## config.mk

```make
export PLATFORM = sky130hd
export DESIGN_NAME = parity_frame_rx_flat
export DESIGN_NICKNAME = d
export VERILOG_FILES = /design/src/rtl/parity_frame_rx_if.sv /design/src/rtl/parity_frame_rx.sv /design/src/flat_wrapper.sv
export SDC_FILE = /design/constraint.sdc
export NUM_CORES = 1
export LEC_CHECK = 0
export BUFFER_PORTS_ARGS = -buffer_cell sky130_fd_sc_hd__buf_2
export CORE_MARGIN = 1.5
export CORE_UTILIZATION = 50
export DETAILED_ROUTE_END_ITERATION = 7
export PLACE_DENSITY = 0.79
export SKIP_LAST_GASP = 1
export SLEW_MARGIN = 25
export SYNTH_ARGS = -nofsm -noshare
export SYNTH_HDL_FRONTEND = slang
export SYNTH_SLANG_ARGS = --single-unit
```

## constraint.sdc

```tcl
create_clock -name clk -period 1.7 [get_ports clk]
set_input_delay 0.17 -clock clk [delete_from_list [all_inputs] [get_ports clk]]
set_output_delay 0.17 -clock clk [all_outputs]
set_load 0.005 [all_outputs]
```

## src/rtl/parity_frame_rx_if.sv

```systemverilog
// Serial receive bundle: bit input with qualifier, counter clear, and recovered-frame outputs.
// Latency: none (wires only).
// Backpressure: none; the bit stream is qualified by x_valid, not flow-controlled.
//
// slave  : the receiver (consumes x/x_valid/clr_cnt, drives results)
// master : the bit source / result consumer
interface parity_frame_rx_if #(
  parameter int DATA_W = 8,
  parameter int CNT_W  = 8
);
  logic              x;
  logic              x_valid;
  logic              clr_cnt;
  logic [DATA_W-1:0] data;
  logic              data_valid;
  logic              parity_err;
  logic              frame_err;
  logic [CNT_W-1:0]  err_count;
  logic              busy;

  modport slave (
    input  x, x_valid, clr_cnt,
    output data, data_valid, parity_err, frame_err, err_count, busy
  );

  modport master (
    output x, x_valid, clr_cnt,
    input  data, data_valid, parity_err, frame_err, err_count, busy
  );
endinterface

```

## src/rtl/parity_frame_rx.sv

```systemverilog
// Serial frame receiver: start(0), DATA_W data bits LSB first, parity, stop(1); checks parity and stop.
// Latency: data_valid pulses for one cycle right after the stop-bit edge; results held until next frame.
// Backpressure: none; bits advance only on x_valid, a frame may stall indefinitely between bits.
//
// Ports: clk, rst_n (async active-low), rx (slave modport): x, x_valid, clr_cnt in;
//        data, data_valid, parity_err, frame_err, err_count (saturating), busy out.
//        The interface DATA_W/CNT_W must match this module's parameters.
module parity_frame_rx #(
  parameter int DATA_W     = 8,
  parameter int ODD_PARITY = 0,
  parameter int CNT_W      = 8
) (
  input  logic                  clk,
  input  logic                  rst_n,
  parity_frame_rx_if.slave      rx
);

  localparam int   BW      = $clog2(DATA_W + 1);
  localparam logic PAR_TGT = (ODD_PARITY != 0);

  typedef enum logic [1:0] {IDLE, DATA, PAR, STOP} state_t;

  state_t            state_q, state_d;
  logic [BW-1:0]     bitcnt_q;
  logic [DATA_W-1:0] shift_q;
  logic              par_q;
  logic [DATA_W-1:0] data_q;
  logic              data_valid_q;
  logic              parity_err_q;
  logic              frame_err_q;
  logic [CNT_W-1:0]  err_count_q;

  logic              done;       // stop bit accepted this edge
  logic              perr_next;
  logic              ferr_next;

  // par_q already includes the parity bit once we are in STOP
  assign perr_next = (par_q != PAR_TGT);
  assign ferr_next = ~rx.x;

  always_comb begin
    state_d = state_q;
    done    = 1'b0;
    if (rx.x_valid) begin
      case (state_q)
        IDLE: if (!rx.x) state_d = DATA;
        DATA: if (bitcnt_q == BW'(DATA_W - 1)) state_d = PAR;
        PAR:  state_d = STOP;
        STOP: begin
          // a 0 stop bit is a framing error, not a new start bit
          state_d = IDLE;
          done    = 1'b1;
        end
        default: state_d = IDLE;
      endcase
    end
  end

  always_ff @(posedge clk or negedge rst_n) begin
    if (!rst_n) begin
      state_q <= IDLE;
    end else begin
      state_q <= state_d;
    end
  end

  always_ff @(posedge clk or negedge rst_n) begin
    if (!rst_n) begin
      bitcnt_q     <= '0;
      shift_q      <= '0;
      par_q        <= 1'b0;
      data_q       <= '0;
      data_valid_q <= 1'b0;
      parity_err_q <= 1'b0;
      frame_err_q  <= 1'b0;
      err_count_q  <= '0;
    end else begin
      data_valid_q <= done;
      if (rx.x_valid) begin
        case (state_q)
          IDLE: begin
            if (!rx.x) begin
              bitcnt_q <= '0;
              par_q    <= 1'b0;
            end
          end
          DATA: begin
            // decoded write keeps the index within DATA_W for any counter width
            for (int i = 0; i < DATA_W; i++) begin
              if (bitcnt_q == BW'(i)) shift_q[i] <= rx.x;
            end
            par_q    <= par_q ^ rx.x;
            bitcnt_q <= bitcnt_q + 1'b1;
          end
          PAR: begin
            par_q <= par_q ^ rx.x;
          end
          STOP: begin
            data_q       <= shift_q;
            parity_err_q <= perr_next;
            frame_err_q  <= ferr_next;
          end
          default: ;
        endcase
      end
      // clear wins over a same-edge increment
      if (rx.clr_cnt) begin
        err_count_q <= '0;
      end else if (done && (perr_next || ferr_next) && (err_count_q != {CNT_W{1'b1}})) begin
        err_count_q <= err_count_q + 1'b1;
      end
    end
  end

  assign rx.data       = data_q;
  assign rx.data_valid = data_valid_q;
  assign rx.parity_err = parity_err_q;
  assign rx.frame_err  = frame_err_q;
  assign rx.err_count  = err_count_q;
  assign rx.busy       = (state_q != IDLE);

endmodule

```

## src/flat_wrapper.sv

```systemverilog
// flat-port wrapper written by rule: the top's interface ports become plain ports
module parity_frame_rx_flat 
#(
  parameter int DATA_W     = 8,
  parameter int ODD_PARITY = 0,
  parameter int CNT_W      = 8
)
  (clk, rst_n, rx_x, rx_x_valid, rx_clr_cnt, rx_data, rx_data_valid, rx_parity_err, rx_frame_err, rx_err_count, rx_busy);
  parity_frame_rx_if #(.DATA_W(DATA_W), .CNT_W(CNT_W)) rx_i ();
  input  logic clk;
  input  logic rst_n;
  input wire logic [$bits(rx_i.x)-1:0] rx_x;
  input wire logic [$bits(rx_i.x_valid)-1:0] rx_x_valid;
  input wire logic [$bits(rx_i.clr_cnt)-1:0] rx_clr_cnt;
  output wire logic [$bits(rx_i.data)-1:0] rx_data;
  output wire logic [$bits(rx_i.data_valid)-1:0] rx_data_valid;
  output wire logic [$bits(rx_i.parity_err)-1:0] rx_parity_err;
  output wire logic [$bits(rx_i.frame_err)-1:0] rx_frame_err;
  output wire logic [$bits(rx_i.err_count)-1:0] rx_err_count;
  output wire logic [$bits(rx_i.busy)-1:0] rx_busy;
  assign rx_i.x = rx_x;
  assign rx_i.x_valid = rx_x_valid;
  assign rx_i.clr_cnt = rx_clr_cnt;
  assign rx_data = rx_i.data;
  assign rx_data_valid = rx_i.data_valid;
  assign rx_parity_err = rx_i.parity_err;
  assign rx_frame_err = rx_i.frame_err;
  assign rx_err_count = rx_i.err_count;
  assign rx_busy = rx_i.busy;
  parity_frame_rx #(.DATA_W(DATA_W), .ODD_PARITY(ODD_PARITY), .CNT_W(CNT_W)) u_core (.clk(clk), .rst_n(rst_n), .rx(rx_i));
endmodule
```

== After elaboration in Yosys (flattened, before gate mapping) ==
Index checks and enable logic that the tools add are counted.

* Add/subtract/negate cells: 2
* Equal/unequal tests: 13
* Muxes and demuxes: 11
* Bitwise operators: 2
* Reductions and logical operators: 22

{| class="wikitable"
|+ Operators with widths
! operator !! count
|-
| $reduce_and A3 Y1 || 11
|-
| $eq A4 B3 Y1 const B || 4
|-
| $mux W8 || 2
|-
| $add A8 B1 Y8 const B || 1
|-
| $eq A4 B2 Y1 const B || 2
|-
| $ne A8 B8 Y1 const B || 1
|-
| $pmux W2 S4 || 1
|-
| $pmux W4 S2 || 1
|-
| $reduce_bool A2 Y1 || 4
|-
| $add A4 B1 Y4 const B || 1
|-
| $eq A2 B2 Y1 const B || 2
|-
| $eq A4 B1 Y1 const B || 1
|-
| $logic_not A4 Y1 || 1
|-
| $mux W2 || 2
|-
| $mux W4 || 1
|-
| $mux W1 || 3
|-
| $eq A2 B1 Y1 const B || 1
|-
| $logic_and A1 B1 Y1 || 2
|-
| $logic_not A2 Y1 || 1
|-
| $ne A2 B1 Y1 const B || 1
|-
| $ne A2 B2 Y1 const B || 1
|-
| $pmux W1 S2 || 1
|-
| $reduce_and A2 Y1 || 1
|-
| $reduce_or A2 Y1 || 1
|-
| 3 further kinds || 3
|}

* Flip-flop bits (word level): 34
* Output and inout bits: 20
* Logic and storage cells: 66

== Logic depth before layout (Yosys ltp) ==
Gate-level depths: netlist of run 1.

* Depth after elaboration: 7
* Depth in mapped cells: 6
* Depth with buffers taken out: 5

== Worst setup path before layout of run 1 ==
Ideal clock, no wire load.

* Path kind: reg2reg
* Start point: reg u_core.err_count_q[0], in the netlist u_core.rx.err_count[0]
* End point: reg u_core.err_count_q[0], in the netlist u_core.rx.err_count[0]
* Setup time: 0.125 ns
* Data arrival time: 1.436 ns
* Required time: 1.575 ns
* Setup slack: 0.139 ns
* Stages on the path, launching flop included: 5
* Clock period less this slack: 1.561 ns
* Path through: dfrtp_1 > ha_1 > and3_4 > a311oi_2 > mux2_4

* Longest elaborated chain between the ends: 3
* Elaborated cells between the ends (all ways): 6

{| class="wikitable"
|+ Ends and longest elaborated chain
! element !! RTL line !! source
|-
| start: declaration || parity_frame_rx.sv:31 || <nowiki>logic [CNT_W-1:0] err_count_q;</nowiki>
|-
| start signal: assignment || parity_frame_rx.sv:110 || <nowiki>err_count_q <= err_count_q + 1'b1;</nowiki>
|-
| $add A8 B1 Y8 or $ne A8 B8 Y1 (tied branches) || parity_frame_rx.sv:110, parity_frame_rx.sv:109 ||
|-
| $mux W8 or $logic_and A1 B1 Y1 (tied branches) || parity_frame_rx.sv:109 || <nowiki>end else if (done && (perr_next || ferr_next) && (err_count_q != {CNT_W{1'b1}})) begin</nowiki>
|-
| $mux W8 or $reduce_bool A2 Y1 (tied branches) || -- ||
|}

Several ways; a longest one is shown, not always the timed one. The select of a mux whose other input is x is not followed.
A chain may end at the register's enable or synchronous reset.

== Worst setup path in the final report of run 1 ==
* Start point: reg u_core.err_count_q[1], in the netlist u_core.rx.err_count[1]
* End point: reg u_core.err_count_q[0], in the netlist u_core.rx.err_count[0]

* Longest elaborated chain between the ends: 3

{| class="wikitable"
|+ Ends and longest elaborated chain
! element !! RTL line
|-
| $ne A8 B8 Y1 || parity_frame_rx.sv:109
|-
| $logic_and A1 B1 Y1 || parity_frame_rx.sv:109
|-
| $reduce_bool A2 Y1 (no source line) || --
|}

Every way passes these cells.

==> results of run 1 <==
[cells by family after synthesis]
kind of cell / Yosys count / synth area share [%]
AO/OA/AOI/OAI: 25 / 12.2
adder cells (fa/ha/maj): 12 / 8.63
buffers and inverters: 13 / 2.95
flip-flops: 34 / 48.9
multiplexers: 12 / 7.77
AND/OR/NAND/NOR: 64 / 19.6
[power breakdown]
group / switching, mW / total [mW] / internal, mW
Sequential: 0.156 / 1.19 / 1.04
Combinational: 0.463 / 0.899 / 0.436
Clock: 0.268 / 0.469 / 0.200
Total: 0.887 / 2.56 / 1.67
[critical path, delay by kind of cell (launching register included)]
kind            cells  cell delay [ns]
compound gates      1             0.36
mux                 1             0.33
flops               1             0.43
simple gates        1             0.16
fa+ha+maj           1             0.24
[synthesized netlist by cell type]
library cell  count  share of area [%]
nand2_1          36                7.8
dfrtp_1          34                 49
ha_1             12                8.6
inv_1             8                1.7
mux2_2            8                5.2
nand2b_1          4                1.4
nand3_1           4                1.2
o21ai_0           4                1.2
and4b_1           3                1.7
mux2i_1           3                1.7
nor2_1            3               0.65
nor3_1            3               0.86
a211oi_1          2               0.86
a21bo_2           2                1.2
a21oi_1           2               0.58
a311oi_2          2                1.7
a31oi_1           2               0.72
a41oi_1           2                1.0
and3_4            2                1.3
buf_2             2               0.58
clkbuf_1          2               0.43
o2111a_1          2                1.3
a21boi_2          1               0.65
a221o_1           1               0.58
a22o_1            1               0.50
a32o_1            1               0.58
and2_1            1               0.36
and2_2            1               0.43
and2b_2           1               0.50
and4_2            1               0.58
and4b_4           1               0.79
and4bb_2          1               0.72
buf_1             1               0.22
mux2_4            1               0.86
nand3b_1          1               0.43
nor2b_1           1               0.36
nor4b_1           1               0.50
o211a_1           1               0.58
o21ai_1           1               0.29
o41ai_1           1               0.50
[layout make-up]
type,count,area share (%)
Clock buffer,7,2.72
Multi-Input combinational cell,113,42.0
Sequential cell,34,42.1
Tap cell,46,2.84
Inverter,8,1.48
Clock inverter,1,0.247
Timing Repair Buffer,31,8.66
[layer usage]
metal / GRT usage [%] / vias up / wire length, um
met5: 0 / - / 0
met4: 8.81 / 0 / 60
met3: 5.18 / 6 / 124
met2: 31.7 / 26 / 1550
met1: 26.4 / 644 / 1500
li1: - / 629 / -
[sequential cells by signal, indices dropped and copies added, names as in the netlist]
name / count
u_core.rx.err_count: 8
u_core.par_q: 1
u_core.shift_q: 8
u_core.state_q: 2
u_core.rx.frame_err: 1
u_core.rx.data: 8
u_core.bitcnt_q: 4
u_core.rx.parity_err: 1
u_core.rx.data_valid: 1
[metrics by stage]
step / total power, mW / util [%] / instance area (sq um) / cells
2_1_floorplan: 1.75 / - / 1740 / 160
5_1_grt: 2.79 / 60.6 / 2020 / 240
6_report: 2.56 / 60.6 / 2020 / 240
3_3_place_gp: 2.00 / 57.7 / 1930 / 229
3_5_place_dp: 2.07 / 57.7 / 1930 / 229
4_1_cts: 2.54 / 59.8 / 2000 / 238
[path summary, 6_finish.rpt]
check                                  startpoint                      to  slack, ns  cells after the start
setup / recovery           u_core.rx.err_count[1]  u_core.rx.err_count[0]       0.07                      4
hold / removal                         rx_clr_cnt  u_core.rx.err_count[5]       0.12                      2
setup reg to reg           u_core.rx.err_count[1]  u_core.rx.err_count[0]       0.07                      4
hold reg to reg                 u_core.shift_q[1]       u_core.rx.data[1]       0.47                      2
max in group asynchronous                   rst_n       u_core.shift_q[1]       0.79                      2
min in group asynchronous                   rst_n       u_core.rx.data[1]       0.43                      2
[cells in the final DEF, fill, tap and decap left out, types with 2 or more instances in the layout]
| master | Yosys | layout |
|---|---|---|
| buf_4 | 0 | 6 |
| and3_4 | 2 | 2 |
| nand2b_1 | 4 | 4 |
| nand3_1 | 4 | 4 |
| buf_2 | 2 | 24 |
| ha_1 | 12 | 11 |
| dfrtp_1 | 34 | 34 |
| a21bo_2 | 2 | 2 |
| a31oi_1 | 2 | 2 |
| mux2_2 | 8 | 8 |
| nor2_1 | 3 | 3 |
| a311oi_2 | 2 | 2 |
| clkbuf_4 | 0 | 5 |
| mux2i_1 | 3 | 3 |
| nor3_1 | 3 | 3 |
| o21ai_0 | 4 | 4 |
| a41oi_1 | 2 | 2 |
| a211oi_1 | 2 | 2 |
| inv_1 | 8 | 8 |
| nand2_1 | 36 | 36 |
| o2111a_1 | 2 | 2 |
| and4b_1 | 3 | 3 |
[what timing repair did]
| action | in CTS | in global routing |
|---|---|---|
| setup buffers | 0 | 2 |
| hold buffers | 1 | 0 |
| gates resized for setup | 0 | 3 |
| hold endpoints to repair | 34 | 0 |
| endpoints found under the setup margin | 0 | 10 |
==> out/qor.yml, run 1 <==
outcome: "finished, final reports clean"
dr.pass1.iters: 4
num_rows: 21
die-area_sq_um: 3840
grt_use_total_pct: 20.2
yosysSeqAreaShare_pct: 48.9
finalSetupTns_ns: 0
hold_violations: 0
gp_congestion: 0.786
numClockSinks: 34
slew_headroom_pct: 50.5
diodes: 0
grt-ovfl-total: 0
path_cells: "ha_1, and3_4, a311oi_2, mux2_4"
path_max_fanout: 4
irDropWorstVdd_v: 0.000720
antenna_left: 0
syn_area_sq_um: 1740
wl_mm: 3.24
skew_ns: 0.00964
antenna_found_initial: 0
io-pin-count: 25
area_delta_synth_final_pct: 16.3
dp_hpwl_mm: 2.32
core_area_sq_um: 3340
rsz0062_at_grt: "no"
drv_cap: 0
fin_nets: 210
slowest_delay_ns: 0.43
post-route-period-util_pct: 95.8
die_x_um: 62.0
drt_iter0_drc: 105
clk_pin_slew_ns: 0.10
ys_warn_count: 0
setup_viol: 0
ys_ff_latch: 34
worst-slew-pin-transition_ns: 0.743
crit_type: "reg -> reg"
power.density_nw_per_um2: 1260
end_kind: "flip-flop"
htreeDepth: 2
seqCellArea_sq_um: 851
fillers: 306
fmax_ghz: 0.614
start_util_pct: 52.1
cts_root_buf: "clkbuf_4"
cp_slowest_cell: "dfrtp_1"
routedWlPerCell_um: 13.5
syn_inst: 160
cts.path.max_buffers: 2
grt_max_degree: 35
io_buffers: 24
required_ns: 1.93
tritoncts: "yes"
whs_ns: 0.120
via_per_inst: 5.44
drive_gt1_share_pct: 31.4
avgSynthCellArea_sq_um: 10.9
die_h_um: 62.0
synth_nets: 177
worst_slack_ns: 0.0718
yosysUniqueCellTypes: 40
dp_slack_ns: 0.0893
worstSkewPairLatency_ns: 0.33
grt_pass1_vias: 1222
drc: 0
worst_ep_arrival_time_ns: 1.86
min_path_type: "in -> reg"
cts_buffers: 5
critPathLaunchType: "flip-flop"
leakagePower_nw: 1.03
drv_slew: 0
grt_first_pass_wirelength_mm: 5.60
multiInputGateArea_sq_um: 850
dr_total_vias: 1305
fin_crit_ns: 1.63
No activity file was read; power rests on OpenSTA's default activity.
==> run 2: changes to the inputs <==
--- a/config.mk
+++ b/config.mk
@@ -6,10 +6,10 @@
 export NUM_CORES = 1
 export LEC_CHECK = 0
 export BUFFER_PORTS_ARGS = -buffer_cell sky130_fd_sc_hd__buf_2
-export CORE_MARGIN = 1.5
 export CORE_UTILIZATION = 50
 export DETAILED_ROUTE_END_ITERATION = 7
 export PLACE_DENSITY = 0.79
+export REMOVE_ABC_BUFFERS = 1
 export SKIP_LAST_GASP = 1
 export SLEW_MARGIN = 25
 export SYNTH_ARGS = -nofsm -noshare
==> run 2 against run 1 <==
Net effect: clock power up 24%; worst setup slack got worse by 0.017 ns; die area shrank 3.2%; via count increased by 0.77%.
==> out/qor.yml, run 2 (synthesis gave the netlist of run 1 again) <==
diodes: 0  # unchanged
area_delta_synth_final_pct: 16.3  # about the same
num_rows: 21  # unchanged
numClockSinks: 34  # unchanged
io-pin-count: 25  # unchanged
die_h_um: 61.0  # -1.6%
drive_gt1_share_pct: 31.3  # -0.19 points
setup_viol: 0  # unchanged
routedWlPerCell_um: 14.3  # +5.8%
cts.path.max_buffers: 2  # unchanged
dr.pass1.iters: 4  # unchanged
dr_total_vias: 1315  # +0.77%
fillers: 296  # -3.3%
via_per_inst: 5.53  # +1.6%
io_buffers: 24  # unchanged
fin_nets: 208  # -0.95%
fmax_ghz: 0.608  # -1.0%
end_kind: "flip-flop"
wl_mm: 3.40  # +4.9%
grt_use_total_pct: 21.3  # +1.1 points
drt_iter0_drc: 118  # +12%
post-route-period-util_pct: 96.8  # +0.99 points
leakagePower_nw: 1.03  # about the same
grt_pass1_vias: 1211  # -0.90%
hold_violations: 0  # unchanged
grt_max_degree: 35  # unchanged
gp_congestion: 0.769  # -2.1%
power.density_nw_per_um2: 1300  # +3.0%
clk_pin_slew_ns: 0.10  # about the same
die_x_um: 61.0  # -1.6%
die-area_sq_um: 3720  # -3.2%
cts_root_buf: "clkbuf_4"
grt-ovfl-total: 0  # unchanged
final_common_cell: "nand2_1"
worstSkewPairLatency_ns: 0.34  # about the same
postLayoutCoreUtil_pct: 60.6  # about the same
worst_ep_arrival_time_ns: 1.88  # +0.02 ns
drv_slew: 0  # unchanged
worst-slew-pin-transition_ns: 0.750  # +0.00665 ns
dp_hpwl_mm: 2.41  # +3.8%
antenna_left: 0  # unchanged
antenna_found_initial: 0  # unchanged
finalSetupTns_ns: 0  # unchanged
drv_cap: 0  # unchanged
worst_slack_ns: 0.0549  # -0.0169 ns
total_power_mw: 2.63  # +2.9%
grt_first_pass_wirelength_mm: 5.58  # -0.48%
min_path_type: "in -> reg"
core_area_sq_um: 3340  # unchanged
drc: 0  # unchanged
critPathLaunchType: "flip-flop"
rsz0062_at_grt: "yes"
path_max_fanout: 5  # +1
skew_ns: 0.00377  # -0.00586 ns
required_ns: 1.93  # about the same
tritoncts: "yes"
slew_headroom_pct: 50.0  # -0.44 points
htreeDepth: 2  # unchanged
start_util_pct: 52.1  # unchanged
cts_buffers: 5  # unchanged
crit_type: "reg -> reg"
fin_crit_ns: 1.65  # +0.0169 ns
outcome: "finished, final reports clean"
dp_slack_ns: 0.0607  # -0.0287 ns
irDropWorstVdd_v: 0.000691  # -4.1%
final_cell_mix: "nand2_1 (35), dfrtp_1 (34), buf_2 (24)"
[run 2: timing repair]
| action | CTS | global route |
|---|---|---|
| hold endpoints to repair | 34 | 0 |
| gates resized for setup | 0 | 3 |
| buffers inserted | 0 | 0 |
| endpoints found under the setup margin | 0 | 11 |
| hold buffers | 1 | 0 |
[run 2: layout make-up]
type | count | area (sq um) | area share, %
clock buffer | 5 | 37.5 | 1.86
clock inverter | 3 | 40.0 | 1.98
inverter | 8 | 30.0 | 1.49
multi-input combinational | 113 | 846 | 41.8
sequential | 34 | 851 | 42.1
tap | 46 | 57.6 | 2.85
timing repair buffer | 29 | 160 | 7.92
[run 2: report_power, final]
group          internal, mW  total (mW)  switching [mW]
sequential             1.03        1.20           0.161
combinational         0.403       0.855           0.452
clock                 0.304       0.582           0.278
total                  1.74        2.63           0.891
[run 2: path summary, 6_finish.rpt]
check / to / slack, ns / from / cells after the start
max in group asynchronous: u_core.rx.err_count[7] / 0.81 / rst_n / 2
hold / removal: u_core.rx.err_count[5] / 0.11 / rx_clr_cnt / 2
setup / recovery: u_core.rx.err_count[0] / 0.05 / u_core.rx.err_count[0] / 4
hold reg to reg: u_core.rx.data[2] / 0.48 / u_core.shift_q[2] / 2
setup reg to reg: u_core.rx.err_count[0] / 0.05 / u_core.rx.err_count[0] / 4
min in group asynchronous: u_core.shift_q[6] / 0.42 / rst_n / 2
[run 2: worst max-delay path: stages, from the launching register on]
cell and delay (ns):
dfrtp_1 0.43, ha_1 0.26, and3_4 0.17, a311oi_2 0.35, mux2_4 0.33
[run 2: metal layers]
metal	wire length (um)	track usage, %
met5	0	0
met4	71	10.7
met1	1500	25.5
met2	1700	34.9
met3	126	6.61
[run 2: metrics by stage]
stage	hold WS (ns)	instance area (sq um)	instances
6_report	0.114	2020	238
5_1_grt	0.117	2020	238
4_1_cts	0.101	2010	238
3_5_place_dp	0.272	1930	229
3_3_place_gp	0.265	1930	229
2_1_floorplan	-0.126	1720	155
==> run 3: changes to the inputs <==
--- a/config.mk
+++ b/config.mk
@@ -7,6 +7,7 @@
 export LEC_CHECK = 0
 export BUFFER_PORTS_ARGS = -buffer_cell sky130_fd_sc_hd__buf_2
 export CORE_UTILIZATION = 50
+export CTS_BUF_LIST = sky130_fd_sc_hd__clkbuf_8
 export DETAILED_ROUTE_END_ITERATION = 7
 export PLACE_DENSITY = 0.79
 export REMOVE_ABC_BUFFERS = 1
==> constraint.sdc (replaced) <==
create_clock -name clk -period 1.6 [get_ports clk]
set_input_delay 0.16 -clock clk [delete_from_list [all_inputs] [get_ports clk]]
set_output_delay 0.16 -clock clk [all_outputs]
set_load 0.005 [all_outputs]
==> run 3 against run 2 <==
Net effect: routed wire length grew 1.7%; clock skew grew 0.0016 ns; critical path depth grew 1; maximum frequency rose by 2.9%; register-to-register slack got worse by 0.05 ns; final cell count rose by 2.1%; total power rose by 8.5%; critical path type unchanged; sequential power rose by 6%; highest routed layer unchanged; largest cell class is now multi-input gates; critical endpoint is now u_core.bitcnt_q[3].
==> out/qor.yml, run 3 (synthesis gave the netlist of run 1 again) <==
leakagePower_nw: 1.07  # +3.6%
io-pin-count: 25  # unchanged
finalSetupTns_ns: 0  # unchanged
hold_violations: 0  # unchanged
critPathBufInv: 1  # +1
irDropWorstVdd_v: 0.000592  # -14%
diodes: 0  # unchanged
post-route-period-util_pct: 100  # +3.2 points
htreeDepth: 2  # unchanged
dr_total_vias: 1327  # +0.91%
skew_ns: 0.00534  # +0.00157 ns
final_cell_mix: "nand2_1 (35), dfrtp_1 (34), buf_2 (24)"
worst_slack_ns: 0.000673  # -0.0542 ns
num_rows: 21  # unchanged
clk_pin_slew_ns: 0.07  # -0.03 ns
core_area_sq_um: 3340  # unchanged
die_x_um: 61.0  # unchanged
drive_gt1_share_pct: 33.5  # +2.3 points
min_path_type: "in -> reg"
routedWlPerCell_um: 14.2  # -0.36%
outcome: "finished, final reports clean"
fmax_ghz: 0.625  # +2.9%
grt-ovfl-total: 0  # unchanged
gp_congestion: 0.804  # +4.5%
setup_viol: 0  # unchanged
cts_buffers: 5  # unchanged
finalNonFillerCells: 243  # +2.1%
drt_iter0_drc: 90  # -24%
die-area_sq_um: 3720  # unchanged
placed_cells: 236  # +3.1%
slew_headroom_pct: 50.6  # +0.59 points
pwr-share-clk_pct: 21.4  # -0.7 points
postLayoutCoreUtil_pct: 62.8  # +2.2 points
dp_hpwl_mm: 2.53  # +5.0%
cts.path.max_buffers: 2  # unchanged
seq_power_share_pct: 44.5  # -0.9 points
antenna_found_initial: 0  # unchanged
netSwitchingFraction_pct: 33.5  # -0.33 points
crit_type: "reg -> reg"
fillers: 275  # -7.1%
grt_max_degree: 35  # unchanged
combPwrFrac_pct: 34.1  # +1.6 points
switching_power_mw: 0.958  # +7.5%
cts_setup_buffers: 0  # unchanged
die_h_um: 61.0  # unchanged
grt_pass1_vias: 1185  # -2.1%
worst_ep_arrival_time_ns: 1.77  # -0.11 ns
area_delta_synth_final_pct: 20.4
slowest_delay_ns: 0.40  # -0.03 ns
required_ns: 1.77  # -0.16 ns
critPathLaunchType: "flip-flop"
via_per_inst: 5.46  # -1.2%
wl_mm: 3.46  # +1.7%
cp_top_family: "compound AO/OA/AOI/OAI gates"
start_util_pct: 52.1  # unchanged
rsz0062_at_grt: "yes"
worst-slew-pin-transition_ns: 0.741  # -0.00880 ns
p_int_mw: 1.90  # +9.0%
numClockSinks: 34  # unchanged
grt_first_pass_wirelength_mm: 5.31  # -4.8%
final_common_cell: "nand2_1"
drv_cap: 0  # unchanged
cts_root_buf: "clkbuf_8"
drv_slew: 0  # unchanged
antenna_left: 0  # unchanged
dr.pass1.iters: 4  # unchanged
path_max_fanout: 4  # -1
fin_crit_ns: 1.60  # -0.0458 ns
tritoncts: "yes"
dp_slack_ns: 0.00749  # -0.0532 ns
power.density_nw_per_um2: 1360  # +4.7%
worstSkewPairLatency_ns: 0.28  # -0.06 ns
drc: 0  # unchanged
path_cells: "inv_1, ha_1, a21boi_2, o21ai_2, a221o_1"
cp_slowest_cell: "dfrtp_1"
end_kind: "flip-flop"
grt_use_total_pct: 20.3  # -1.0 points
io_buffers: 24  # unchanged
fin_nets: 215  # +3.4%
[run 3: cell types whose count changed in the layout (fill, tap and decap cells not counted), sizes merged]
cell | previous run | this run
clkinv | 2 | 0
buf | 28 | 35
bufinv | 1 | 0
clkbuf | 5 | 6
[run 3: final cells by class]
type / count / area, sq um / share of cell area (%)
clock buffers: 6 / 82.6 / 3.94
well taps: 46 / 57.6 / 2.75
flip-flops and latches: 34 / 851 / 40.6
inverters: 8 / 30.0 / 1.43
repair buffers: 36 / 213 / 10.2
multi-input cells: 113 / 861 / 41.1
[run 3: what timing repair did]
item	in CTS	in global routing
gates resized for setup	0	5
pin swaps	0	1
hold endpoints to repair	34	0
hold buffers	1	0
setup endpoints to repair	1	14
[run 3: path summary, 6_finish.rpt]
| path | startpoint | to | slack (ns) | depth (start not counted) |
|---|---|---|---|---|
| worst max-delay path | u_core.state_q[0] | u_core.bitcnt_q[3] | 0.0007 | 5 |
| worst min-delay path | rx_clr_cnt | u_core.rx.err_count[7] | 0.19 | 2 |
| worst max register to register | u_core.state_q[0] | u_core.bitcnt_q[3] | 0.0007 | 5 |
| worst min register to register | u_core.shift_q[7] | u_core.rx.data[7] | 0.47 | 2 |
| max in group asynchronous | rst_n | u_core.rx.err_count[4] | 0.65 | 2 |
| min in group asynchronous | rst_n | u_core.rx.data[5] | 0.48 | 2 |
[run 3: worst register-to-register path, stage by stage, from the launching register on]
cell and delay, ns:
dfrtp_1 0.40, inv_1 0.11, ha_1 0.28, a21boi_2 0.22, o21ai_2 0.11, a221o_1 0.36
[run 3: power by group through the flow]
| stage | clock network (mW) | registers, mW | logic, mW |
|---|---|---|---|
| 4_1_cts | 0.627 | 1.27 | 0.948 |
| 6_report | 0.611 | 1.27 | 0.973 |
| 5_1_grt | 0.659 | 1.31 | 1.08 |
| 3_3_place_gp | 0 | 1.27 | 0.888 |
| 3_5_place_dp | 0 | 1.29 | 0.935 |
| 2_1_floorplan | 0 | 1.26 | 0.585 |
[run 3: per-stage QoR]
stage | hold slack (ns) | power [mW] | cell area [sq um]
2_1_floorplan | -0.136 | 1.85 | 1720
3_5_place_dp | 0.275 | 2.22 | 1980
5_1_grt | 0.196 | 3.05 | 2090
6_report | 0.192 | 2.86 | 2090
4_1_cts | 0.183 | 2.85 | 2070
3_3_place_gp | 0.253 | 2.15 | 1980
[run 3: layer usage]
layer	track usage, %	vias to the layer above	wire length (um)
met5	0	-	0
met4	8.44	0	67
met3	6.82	7	129
met2	33.6	31	1820
met1	24.3	649	1440
li1	-	640	-
